===== config.mk =====
export PLATFORM = sky130hd
export DESIGN_NAME = uart_rx_oversampled
export DESIGN_NICKNAME = d
export VERILOG_FILES = /design/src/rtl/uart_rx_oversampled.sv
export SDC_FILE = /design/constraint.sdc
export NUM_CORES = 1
export LEC_CHECK = 0
export ABC_AREA = 1
export BUFFER_PORTS_ARGS = -buffer_cell sky130_fd_sc_hd__buf_2
export CAP_MARGIN = 20
export CORE_AREA = 2 2 58 60
export DETAILED_ROUTE_END_ITERATION = 8
export DIE_AREA = 0 0 60 62
export PLACE_DENSITY = 0.74
export SYNTH_ARGS = -nofsm -noshare
export SYNTH_HDL_FRONTEND = slang
export SYNTH_SLANG_ARGS = --single-unit

===== constraint.sdc =====
create_clock -name clk_i -period 2 [get_ports clk_i]
set_input_delay 0.2 -clock clk_i [delete_from_list [all_inputs] [get_ports clk_i]]
set_output_delay 0.2 -clock clk_i [all_outputs]
set_load 0.1 [all_outputs]

===== src/rtl/uart_rx_oversampled.sv =====
// uart_rx_oversampled
// UART receiver driven by a 16x oversample tick. The line is synchronised, the
// start-bit edge is confirmed at mid-bit, data bits are sampled every 16 ticks
// (LSB first), and the finished word is handed off through a valid/ready output
// register. Framing errors and overruns are reported as single-cycle pulses.
module uart_rx_oversampled #(
    parameter int DATA_BITS   = 8,
    parameter int SYNC_STAGES = 2
) (
    input  logic                 clk_i,
    input  logic                 rst_i,
    input  logic                 rx_tick_i,
    input  logic                 rx_i,
    output logic [DATA_BITS-1:0] data_o,
    output logic                 valid_o,
    input  logic                 ready_i,
    output logic                 frame_err_o,
    output logic                 overrun_o,
    output logic                 busy_o
);

    // Bit counter must be able to hold DATA_BITS itself after the final increment.
    localparam int BIT_CNT_W = $clog2(DATA_BITS + 1);
    localparam logic [BIT_CNT_W-1:0] LAST_BIT = BIT_CNT_W'(DATA_BITS - 1);

    typedef enum logic [2:0] {
        ST_IDLE,
        ST_START,
        ST_DATA,
        ST_STOP,
        ST_BREAK
    } state_t;

    logic [SYNC_STAGES-1:0] r_sync;
    logic                   w_rx_s;

    state_t                 r_state;
    state_t                 w_state_next;
    logic [3:0]             r_tick_cnt;
    logic [3:0]             w_tick_cnt_next;
    logic [BIT_CNT_W-1:0]   r_bit_cnt;
    logic [BIT_CNT_W-1:0]   w_bit_cnt_next;
    logic [DATA_BITS-1:0]   r_shift;
    logic [DATA_BITS-1:0]   w_shift_next;
    logic                   w_word_done;
    logic                   w_frame_err;

    logic [DATA_BITS-1:0]   r_data;
    logic                   r_valid;
    logic                   r_frame_err;
    logic                   r_overrun;

    // Synchroniser chain on the asynchronous line; resets to idle-high so no
    // false start bit is seen right after reset.
    always_ff @(posedge clk_i) begin
        if (rst_i) begin
            r_sync <= '1;
        end else begin
            r_sync <= {r_sync[SYNC_STAGES-2:0], rx_i};
        end
    end

    assign w_rx_s = r_sync[SYNC_STAGES-1];

    // Receiver state and counters register.
    always_ff @(posedge clk_i) begin
        if (rst_i) begin
            r_state    <= ST_IDLE;
            r_tick_cnt <= '0;
            r_bit_cnt  <= '0;
            r_shift    <= '0;
        end else begin
            r_state    <= w_state_next;
            r_tick_cnt <= w_tick_cnt_next;
            r_bit_cnt  <= w_bit_cnt_next;
            r_shift    <= w_shift_next;
        end
    end

    // Next-state and counter logic; everything only moves on an oversample tick.
    always_comb begin
        w_state_next    = r_state;
        w_tick_cnt_next = r_tick_cnt;
        w_bit_cnt_next  = r_bit_cnt;
        w_shift_next    = r_shift;
        w_word_done     = 1'b0;
        w_frame_err     = 1'b0;

        if (rx_tick_i) begin
            // Free-running 4-bit tick count, wraps 15 -> 0.
            w_tick_cnt_next = r_tick_cnt + 4'd1;
            unique case (r_state)
                ST_IDLE: begin
                    w_tick_cnt_next = '0;
                    if (!w_rx_s) begin
                        w_state_next = ST_START;
                    end
                end
                ST_START: begin
                    if (r_tick_cnt == 4'd7) begin
                        w_tick_cnt_next = '0;
                        if (w_rx_s) begin
                            // Line went back high before mid-bit: treat as a glitch.
                            w_state_next = ST_IDLE;
                        end else begin
                            w_state_next   = ST_DATA;
                            w_bit_cnt_next = '0;
                        end
                    end
                end
                ST_DATA: begin
                    if (r_tick_cnt == 4'd15) begin
                        w_shift_next   = {w_rx_s, r_shift[DATA_BITS-1:1]};
                        w_bit_cnt_next = r_bit_cnt + 1'b1;
                        if (r_bit_cnt == LAST_BIT) begin
                            w_state_next = ST_STOP;
                        end
                    end
                end
                ST_STOP: begin
                    if (r_tick_cnt == 4'd15) begin
                        if (w_rx_s) begin
                            // Leave at mid-stop so a back-to-back start edge is not missed.
                            w_state_next = ST_IDLE;
                            w_word_done  = 1'b1;
                        end else begin
                            w_state_next = ST_BREAK;
                            w_frame_err  = 1'b1;
                        end
                    end
                end
                ST_BREAK: begin
                    w_tick_cnt_next = '0;
                    if (w_rx_s) begin
                        w_state_next = ST_IDLE;
                    end
                end
                default: begin
                    w_state_next    = ST_IDLE;
                    w_tick_cnt_next = '0;
                end
            endcase
        end
    end

    // Output register: hand off completed words, report overrun and framing pulses.
    always_ff @(posedge clk_i) begin
        if (rst_i) begin
            r_data      <= '0;
            r_valid     <= 1'b0;
            r_frame_err <= 1'b0;
            r_overrun   <= 1'b0;
        end else begin
            r_frame_err <= w_frame_err;
            r_overrun   <= 1'b0;
            if (w_word_done) begin
                if (!r_valid || ready_i) begin
                    r_data  <= r_shift;
                    r_valid <= 1'b1;
                end else begin
                    // Consumer still holds the previous word: keep it, drop the new one.
                    r_overrun <= 1'b1;
                end
            end else if (r_valid && ready_i) begin
                r_valid <= 1'b0;
            end
        end
    end

    assign data_o      = r_data;
    assign valid_o     = r_valid;
    assign frame_err_o = r_frame_err;
    assign overrun_o   = r_overrun;
    assign busy_o      = (r_state != ST_IDLE);

endmodule


# Word level (Yosys, flattened, before mapping)
# Cells that the tools add are included.
classes:
  add_sub_neg: 2
  n_eq_ne: 15
  n_mux: 24
  bitwise_logic: 4
  n_reduce_logical: 15
op_table:
  columns: ["operator", "n"]
  rows:
  - ["$mux 3", 7]
  - ["$mux 4", 4]
  - ["$pmux 4 s2", 2]
  - ["$pmux 3 s5", 1]
  - ["$ne 2x2->1 const B", 7]
  - ["$mux 1", 9]
  - ["$add 4x1->4 const B", 2]
  - ["$eq 4x3->1 const B", 2]
  - ["$reduce_and 7->1", 1]
  - ["$eq 3x2->1 const B", 2]
  - ["$reduce_and 5->1", 1]
  - ["$eq 4x4->1 const B", 1]
  - ["$not 1->1", 4]
  - ["$reduce_and 2->1", 2]
  - ["$reduce_bool 2->1", 2]
  - ["$reduce_or 2->1", 2]
  - ["$reduce_or 4->1", 1]
  - ["$eq 3x1->1 const B", 1]
  - ["$eq 3x3->1 const B", 1]
  - ["$logic_not 3->1", 1]
  - ["$reduce_and 3->1", 1]
  - ["$reduce_bool 3->1", 1]
  - ["$mux 2", 1]
  - ["$ne 2x1->1 const B", 1]
  - ["3 further kinds", 3]
totals:
  reg_bits: 32
  out_inout_bits: 12
  elab_cells: 69

# Longest topological paths before layout
depth:
  ltp_word: 6
  mapped_depth: 10
  depth_no_buf: 10

# Worst setup path before layout
# Ideal clock, no wire load.
synth_timing:
  path_type: "register to register"
  start: "reg r_valid (netlist: valid_o)"
  end: "reg r_data[6] (netlist: data_o[6])"
  setup_ns: 0.066
  t_arrival_ns: 1.634
  required_time_ns: 1.934
  path_slack_ns: 0.300
  path_stages_with_launch: 6
  path_buffers: 1
  cell_sequence: "dfxtp_1 nand2_1 nand3_4 buf_6 o21ai_2 a21oi_2"
synth_between:
  elab_chain_cells: 3
synth_lines:
  columns: ["element", "line", "source"]
  rows:
  - ["start, declared", "49", "logic r_valid;"]
  - ["start signal, assigned", "150", "r_valid <= 1'b0;"]
  - ["start signal, assigned", "159", "r_valid <= 1'b1;"]
  - ["start signal, assigned", "165", "r_valid <= 1'b0;"]
  - ["$logic_not 1->1", "157", "if (!r_valid || ready_i) begin"]
  - ["$logic_or 1x1->1", "157", null]
  - ["$reduce_and 2->1 (no source line)", null, null]
  - ["end signal, assigned", "158", "r_data <= r_shift;"]
  - ["end, declared", "48", "logic [DATA_BITS-1:0] r_data;"]
# Every way passes these cells.
# A chain may end at the register's enable or synchronous reset.

# Worst setup path in the final report
layout_timing:
  start: "reg r_state[2]"
  end: "out busy_o"
layout_between:
  elab_chain_cells: 1
layout_lines:
  columns: ["element", "line", "source"]
  rows:
  - ["start, declared", "37", "state_t r_state;"]
  - ["start signal, assigned", "73", "r_state <= w_state_next;"]
  - ["$reduce_bool 3->1", "174", "assign busy_o = (r_state != ST_IDLE);"]
  - ["end, declared", "19", "output logic busy_o"]
# Every way passes these cells.

==> key figures <==
Floorplan
  • Core area: 3180 µm²
  • Die area: 3720 µm²
  • Row count: 21
  • Starting density of the core: a little under half
  • Die W: approximately 60 µm
  • Die H: ~62 µm
  • IO Count: 17

Critical path
  • Setup CP Type: register to output pin
  • WP data arrival: between 1000 and 1500 ps
  • Critical path capture point type: output pin
  • Data required time at the worst endpoint: 1800 ps
  • CP max FO: 5
  • Startpoint types: register

Flow run
  • Max-cap violation count: 0

Global routing
  • Largest net degree at the start of global routing: 22
  • Remaining Overflow, GRT: 0
  • First-pass GRT wire length: 4.23 mm
  • Gr usage total: 15.2%
  • Vias in the first global route: 1020
  • Initial antenna violation count: 0

Layout
  • Utilization after layout: 51.5%
  • Finished Cell Area: 1640 µm²
  • Commonest non-fill, non-tap cells in the layout: dfxtp_1 (32), nor2_1 (30), inv_1 (21), nand2_1 (21), buf_2 (16)
  • Fill cell count: 323
  • Final nets: approximately 220
  • ANT cells: 0
  • Final Non-Filler Cells: 256
  • FF/Latch Area: 641 µm²
  • Most common cell after layout, fill and taps aside: dfxtp_1
  • Area of the multi-input gates: between 700 and 800 µm²
  • Layout cells sized above 1: 24.8%
  • Area Overhead vs Synth: 11.8%

Power and ir drop
  • Pwr per Cell Area: between 1000 and 1500 nW/µm²
  • VDD IR max: 0.00135 V
  • Static Leak: 0.000686 µW

Drt
  • Post-route DRC violation count: 0
  • Detailed-route vias per instance: 4.71
  • Post-DR wirelength/cell: 9.44 µm
  • DRT Wirelength: between 2 and 2.5 mm
  • Antenna Nets Post-Route: 0
  • Total number of vias: 1205
  • DR pass1 iterations: 4
  • Detailed Route Iter0 Violations: 65

Outcome
  • Status: completed

Place
  • Port bufs: 16
  • DPL Wire Length: 1.74 mm
  • Placed Instances: 248
  • Placed cell area: 1580 µm²
  • RD Place Congestion: approximately 0.8

Synthesis
  • Synthesized instance count: 190
  • Yosys cell types: 27
  • Register area share after synthesis: approximately 44%
  • Post-synthesis average cell area: approximately 7.7 µm²
  • Post-Syn Nets: 197
  • Synth warn: 0
  • Flops & latches, synth: 32
  • Synth Cell Area: approximately 1500 µm²

Timing
  • Hold Slack: 52.8 ps
  • Final setup vio count: 0
  • Fin. max-slew vios: 0
  • Worst Tran Pin Value: around 570 ps
  • Period utilization: 80.3%
  • Clock skew: 5.15 ps
  • RSZ-0062 raised after global routing: no
  • Minimum clock period after layout: 1610 ps
  • Final hold vios: 0
  • Maximum clock rate: 0.623 GHz
  • Setup TNS: 0 ps
  • Slew margin rel.: 62.1%

Clock tree
  • CTS clk-pin slew, worst paths: 100 ps
  • Clock tree buffer depth: 2
  • Post_cts resized: 0
  • Post CTS Setup Buffer Count: 0
  • CTS buffer count: 5
  • Clock sinks: 32
  • H-tree Lvls: 2
  • Hold-fix buffers at CTS: 0
  • CTS tree: done
  • Clock Tree Root: clkbuf_4
  • Worst skew pair latency: 330 ps

Min path
  • Hold WC Path Type: primary input to register
-- cell type report --
cell class,count,share of cell area (%)
clock buffers,6,3.13
clock inverters,2,0.612
inverters,25,5.89
multi-input cells,129,42.8
flip-flops and latches,32,39.1
well taps,46,3.52
repair buffers,16,4.89
-- critical path, cell delays in order, from the launching register on --
cell and delay (ps):
dfxtp_1 460, nor2_1 130, nand2_1 70, buf_2 420
-- path summary, 6_finish.rpt --
path                       from         end  slack, ps  cells past startpoint
setup reg to reg  r_tick_cnt[0]  r_state[1]        530                      9
hold / removal             rx_i   r_sync[0]         50                      2
setup / recovery     r_state[2]      busy_o        390                      3
hold reg to reg       r_sync[0]   r_sync[1]        420                      1
-- power by group --
| part | total [µW] | switching [µW] | internal, µW |
|---|---|---|---|
| clock | 383 | 216 | 167 |
| combinational | 611 | 449 | 161 |
| sequential | 728 | 53.4 | 675 |
-- cell usage after synthesis --
library cell / number / share of area (%)
a21oi_1: 15 / 5.1
a21oi_2: 2 / 1.2
a311oi_1: 1 / 0.60
buf_4: 1 / 0.51
buf_6: 1 / 0.77
clkbuf_1: 2 / 0.51
dfxtp_1: 32 / 44
ha_1: 2 / 1.7
inv_1: 21 / 5.4
inv_2: 3 / 0.77
inv_4: 1 / 0.43
nand2_1: 21 / 5.4
nand2_2: 7 / 3.0
nand3_1: 13 / 4.4
nand3_4: 2 / 2.4
nand3b_1: 1 / 0.51
nand4_1: 1 / 0.43
nor2_1: 30 / 7.7
nor2_2: 3 / 1.3
nor2_4: 5 / 3.8
nor3_1: 1 / 0.34
nor4_1: 2 / 0.85
o21ai_0: 15 / 5.1
o21ai_1: 2 / 0.68
o21ai_2: 3 / 1.8
or2_2: 2 / 0.85
xnor2_1: 1 / 0.60
-- sequential cells by signal, indices dropped and copies added (netlist names) --
register	cells
valid_o	1
r_shift	8
frame_err_o	1
data_o	8
r_state	3
overrun_o	1
r_bit_cnt	4
r_tick_cnt	4
r_sync	2
-- layer usage --
layer / up-vias / track usage [%] / part of all wire (%)
li1: 648 / - / -
met5: - / 0 / 0
met4: 0 / 7.62 / 2.0
met1: 527 / 19.2 / 50
met3: 7 / 4.55 / 4.1
met2: 23 / 23.8 / 44
-- cell families (layout without fill, tap and decap cells) --
group	Yosys count	after routing	share of synthesized area, %
xor+xnor	1	1	0.598
buf+inv	29	49	8.38
compound gates	38	38	14.5
flops	32	32	43.8
simple gates	88	88	31.0
fa+ha+maj	2	2	1.71
-- stage by stage --
step                      worst slack, ps  total power, µW
final                                 394             1720
after global routing                  307             1830
after CTS                             387             1730
after detailed placement              550             1350
after global placement                570             1350
after floorplan                       300             1260
No activity file was read; power rests on OpenSTA's default activity.
